**src/rtl/spike_frame_sink.sv**
```systemverilog
`default_nettype none
// ============================================================================
// Module   : spike_frame_sink
// Purpose  : Frames each accepted network fire vector as a count word followed
//            by the fired output indices, buffered in an output FIFO.
//            Define SNK_ASCENDING_EN to emit indices lowest-first.
// Revision : 1.0
// ============================================================================
module spike_frame_sink #(
   parameter  int NUM_OUT    = 8,
   parameter  int FIFO_DEPTH = 16,
   localparam int SNK_WIDTH  = $clog2(NUM_OUT + 1)
) (
   input  logic                 clk,
   input  logic                 arstn,
   input  logic                 net_valid,
   output logic                 net_ready,
   input  logic [NUM_OUT-1:0]   net_out,
   input  logic                 snk_ready,
   output logic                 snk_valid,
   output logic [SNK_WIDTH-1:0] snk,
   output logic                 snk_last
);

   localparam int c_PTR_W = $clog2(FIFO_DEPTH);
   localparam int c_OCC_W = $clog2(FIFO_DEPTH + 1);

   typedef enum logic [1:0] {
      ST_IDLE   = 2'd0,
      ST_HEADER = 2'd1,
      ST_SCAN   = 2'd2
   } state_t;

   state_t               r_state;
   logic [NUM_OUT-1:0]   r_mask;
   logic [SNK_WIDTH-1:0] r_count;

   logic [SNK_WIDTH:0]   r_mem [FIFO_DEPTH];
   logic [c_PTR_W-1:0]   r_wr_ptr;
   logic [c_PTR_W-1:0]   r_rd_ptr;
   logic [c_OCC_W-1:0]   r_occ;

   logic [SNK_WIDTH-1:0] w_popcnt;
   logic [SNK_WIDTH-1:0] w_sel_idx;
   logic [NUM_OUT-1:0]   w_sel_bit;
   logic [NUM_OUT-1:0]   w_mask_clr;
   logic                 w_full;
   logic                 w_empty;
   logic                 w_push;
   logic                 w_pop;
   logic [SNK_WIDTH:0]   w_push_data;

   always_comb begin
      w_popcnt = '0;
      for (int i = 0; i < NUM_OUT; i++) begin
         w_popcnt = w_popcnt + SNK_WIDTH'(net_out[i]);
      end
   end

   // Last match in loop order wins, which sets the encoder priority.
   always_comb begin
      w_sel_idx = '0;
      w_sel_bit = '0;
`ifdef SNK_ASCENDING_EN
      for (int i = NUM_OUT - 1; i >= 0; i--) begin
`else
      for (int i = 0; i < NUM_OUT; i++) begin
`endif
         if (r_mask[i]) begin
            w_sel_idx    = SNK_WIDTH'(i);
            w_sel_bit    = '0;
            w_sel_bit[i] = 1'b1;
         end
      end
   end

   assign w_mask_clr = r_mask & ~w_sel_bit;

   assign w_full  = (r_occ == c_OCC_W'(FIFO_DEPTH));
   assign w_empty = (r_occ == '0);
   assign w_push  = !w_full && ((r_state == ST_HEADER) || (r_state == ST_SCAN));
   assign w_pop   = !w_empty && snk_ready;

   assign w_push_data = (r_state == ST_HEADER) ? {(r_count == '0), r_count}
                                               : {(w_mask_clr == '0), w_sel_idx};

   always_ff @(posedge clk or negedge arstn) begin
      if (!arstn) begin
         r_state <= ST_IDLE;
         r_mask  <= '0;
         r_count <= '0;
      end else begin
         case (r_state)
            ST_IDLE: begin
               if (net_valid) begin
                  r_mask  <= net_out;
                  r_count <= w_popcnt;
                  r_state <= ST_HEADER;
               end
            end
            ST_HEADER: begin
               if (!w_full) begin
                  r_state <= (r_count != '0) ? ST_SCAN : ST_IDLE;
               end
            end
            ST_SCAN: begin
               if (!w_full) begin
                  r_mask <= w_mask_clr;
                  if (w_mask_clr == '0) begin
                     r_state <= ST_IDLE;
                  end
               end
            end
            default: r_state <= ST_IDLE;
         endcase
      end
   end

   always_ff @(posedge clk or negedge arstn) begin
      if (!arstn) begin
         r_wr_ptr <= '0;
         r_rd_ptr <= '0;
         r_occ    <= '0;
      end else begin
         if (w_push) begin
            r_wr_ptr <= r_wr_ptr + 1'b1;
         end
         if (w_pop) begin
            r_rd_ptr <= r_rd_ptr + 1'b1;
         end
         r_occ <= r_occ + c_OCC_W'(w_push) - c_OCC_W'(w_pop);
      end
   end

   // Storage is not reset; the output mux hides stale entries while empty.
   always_ff @(posedge clk) begin
      if (w_push) begin
         r_mem[r_wr_ptr] <= w_push_data;
      end
   end

   assign net_ready = (r_state == ST_IDLE);
   assign snk_valid = !w_empty;
   assign snk       = w_empty ? '0   : r_mem[r_rd_ptr][SNK_WIDTH-1:0];
   assign snk_last  = w_empty ? 1'b0 : r_mem[r_rd_ptr][SNK_WIDTH];

endmodule
`default_nettype wire

```
**config.mk**
```make
export PLATFORM = sky130hd
export DESIGN_NAME = spike_frame_sink
export DESIGN_NICKNAME = d
export VERILOG_FILES = /design/src/rtl/spike_frame_sink.sv
export SDC_FILE = /design/constraint.sdc
export NUM_CORES = 1
export LEC_CHECK = 0
export CORE_MARGIN = 3
export CORE_UTILIZATION = 30
export CTS_CLUSTER_SIZE = 14
export DETAILED_ROUTE_END_ITERATION = 16
export PLACE_DENSITY = 0.46
export SYNTH_ARGS = -nofsm -noshare
export SYNTH_HDL_FRONTEND = slang
export SYNTH_SLANG_ARGS = --single-unit
```
**constraint.sdc**
```tcl
create_clock -name clk -period 2.5 [get_ports clk]
set_input_delay 0.5 -clock clk [delete_from_list [all_inputs] [get_ports clk]]
set_output_delay 0.5 -clock clk [all_outputs]
set_load 0.03 [all_outputs]
```
==> results.tsv <==
metric	value	unit
status	finished, violations left	
failing checks	setup timing	
CP Capture Point	r_count[1]	
vias in the first global route	2939	
reg2reg end	r_occ[4]	
worst path required time	2740	ps
Yosys reg bits	107	
Pwr Density	1390	nW/um^2
Final period util	107	%
GRT Overall Usage	12.3	%
slowest stage delay, CP	560	ps
Syn Area/Cell	15.2	sq um
Fill cells	1504	
share of cells above drive strength 1	34.5	%
starting density of the core	30.7	%
number of synthesized flops with an enable pin	80	
fin crit period	2690	ps
dpl cell area	5660	sq um
ys async rst share	25.2	%
Setup Viol. Count Final	5	
sequential area share after synthesis	62.9	%
worst reg2reg startpoint	r_occ[2]	
Reg2Reg Setup Slack	-70	ps
slowest CP cell	fa_1	
drt drc	0	
crit path kind	input port to register	
Final Hold Vio Count	0	
number of inserted diodes	0	
cell area after synthesis	4890	sq um
Routability Congestion	0.718	
CP endpoint kind	register	
Core Rows	46	
worst path cell trace	buf_6, fa_1, inv_2, fa_1, fa_1, inv_2, ha_4, inv_2, fa_2, o21ai_2	
largest cells by area after synthesis	edfxtp_1 49%, dfrtp_1 14%, mux4_2 9.2%, ha_1 4.3%, mux2i_1 2.3%	
I/O Pins	19	
Area growth syn-to-layout	26.8	%
startpoint class of the critical path	input port	
Avg WL per Cell	16.8	microns
IO Port Bufs	18	
Max Buffers Root-to-Sink	2	
post-synthesis instance total	321	
Routed Antenna Nets	0	
clk slew on worst S/H paths	70	ps
via count	2784	
worst setup margin	-187	ps
initial antenna violation count	0	
Final Power	8.65	mW
Final Skew	12.8	ps
Leak	2.32	nW
CTS Sinks	107	
Post-DP HPWL	6960	microns
MaxCap Viol Count	0	
area of the multi-input gates	1790	sq um
cells on worst reg2reg path	12	
design area	6210	sq um
first-pass GRT wire length	16700	microns
worst-margin pin slew	892	ps
Worst setup startpoint	net_out[0]	
Root Buffer	clkbuf_16	
critical path data arrival time	2920	ps
core area	15900	sq um
Syn Nets	355	
die height	134	microns
drt via density	4.56	
Pre-antenna DRT Iters	4	
VDD IR max	0.000474	V
unrepaired setup endpoints after global routing	yes	
Worst slew margin	40.1	%
GRT Residual Overflow	0	
CTS H-tree lvls	3	
cell taking the most area after synthesis	edfxtp_1	
max frequency	372	MHz
CTS Buf Count	9	
Worst Path Max Fanout	2	
Final Max Tran Viols	0	
CTS tree	yes	
die width	134	microns
Reg area	3080	sq um
Yosys cell types	41	
Initial DRC Count	194	
Die Footprint	17900	sq um
Top FF cell, synth	edfxtp_1	
drt total wl	10200	microns
hold_buf cts	0	
post-synth top area share	49.1	%
Synth warnings	0	
HP Class	input port to register	
worst skew pair latency	350	ps
pin count of the biggest net entering global routing	28	
Nets	423	
[worst max-delay path, delay by kind of cell]
| kind | cells | cell delay (ps) |
|---|---|---|
| AOI/OAI and AO/OA | 1 | 50 |
| buffers and inverters | 4 | 250 |
| adders and majority gates | 5 | 2120 |
[worst min path at each step]
stage | start | endpoint | depth (start not counted)
floorplan | arstn | r_count[0] | 0
global placement | r_rd_ptr[2] | r_rd_ptr[2] | 1
detailed placement | r_count[1] | r_count[1] | 2
CTS | net_out[0] | r_mask[0] | 2
global route | net_out[0] | r_mask[0] | 2
finish | net_out[0] | r_mask[0] | 2
[cell type report]
type	instances	share of cell area, %
clock buffers	9	3.63
flip-flops and latches	107	49.6
multi-input cells	176	28.8
well taps	216	4.35
repair buffers	74	10.8
clock inverters	7	1.47
inverters	21	1.31
[layout by cell type, fill, tap and decap left out, drive strengths merged, types with 4 or more instances in the layout]
| cell type | netlist | layout |
|---|---|---|
| a211oi | 9 | 9 |
| a21oi | 5 | 5 |
| a22o | 7 | 7 |
| buf | 5 | 65 |
| clkbuf | 12 | 9 |
| clkdlybuf4s50 | 0 | 9 |
| dfrtp | 27 | 27 |
| edfxtp | 80 | 80 |
| fa | 5 | 5 |
| ha | 17 | 17 |
| inv | 21 | 25 |
| mux2 | 6 | 6 |
| mux2i | 11 | 11 |
| mux4 | 20 | 20 |
| nand2 | 21 | 21 |
| nand2b | 4 | 4 |
| nor2 | 19 | 19 |
| nor3 | 5 | 5 |
| o21ai | 6 | 6 |
| o22ai | 6 | 6 |
| o31ai | 4 | 4 |
| xnor2 | 7 | 7 |
| xor2 | 4 | 4 |
[flip-flops by register name, summed over array words and instances, names as in the netlist]
name and cells:
r_count 4, r_mask 8, r_mem 80, r_occ 5, r_rd_ptr 4, r_state 2
r_wr_ptr 4
[cells by family (layout without fill, tap and decap cells)]
| family | after synthesis | after routing | synth area share [%] |
|---|---|---|---|
| mux | 37 | 37 | 12.8 |
| buf+inv | 38 | 111 | 3.30 |
| fa+ha+maj | 22 | 22 | 6.39 |
| flops | 107 | 107 | 62.9 |
| xor+xnor | 11 | 11 | 1.97 |
| simple gates | 62 | 62 | 6.06 |
| compound gates | 44 | 44 | 6.55 |
[per-stage QoR]
step / utilization, % / cells / worst slack, ps / setup TNS (ps) / hold slack (ps)
detailed placement: 35.5 / 581 / -981 / -3750 / 507
global placement: 35.5 / 581 / -988 / -3710 / 504
global route: 38.9 / 610 / -274 / -1050 / 379
finish: 38.9 / 610 / -187 / -507 / 387
CTS: 38.3 / 605 / -258 / -1110 / 373
floorplan: - / 321 / -376 / -1110 / 204
[metal layers]
metal	track usage, %	share of wire [%]
met2	19.5	48
met3	1.93	3.2
met5	0	0
met4	4.63	1.9
met1	17.1	47
[cells in the mapped netlist (5+ instances only)]
master,count
mux4_2,20
clkbuf_1,11
mux2_2,5
nor3_1,5
nand2_1,21
inv_1,21
a21oi_1,5
edfxtp_1,80
mux2i_1,11
nor2_1,19
dfrtp_1,27
fa_1,5
xnor2_1,7
a211oi_1,8
a22o_1,7
o21ai_0,6
o22ai_1,6
ha_1,17
[power by group]
group          leakage [nW]  switching [mW]  total [mW]  internal (mW)
combinational          1.12            2.12        4.13           2.01
clock                 0.157           0.693        1.50          0.806
sequential             1.04           0.352        3.02           2.67
total                  2.32            3.17        8.65           5.48
[timing repair]
item,CTS,global route
cloned,1,0
endpoints found under the setup margin,11,11
setup buffers,7,7
pin swaps,11,10
gates resized for setup,56,14
(Power assumes the default switching activity.)
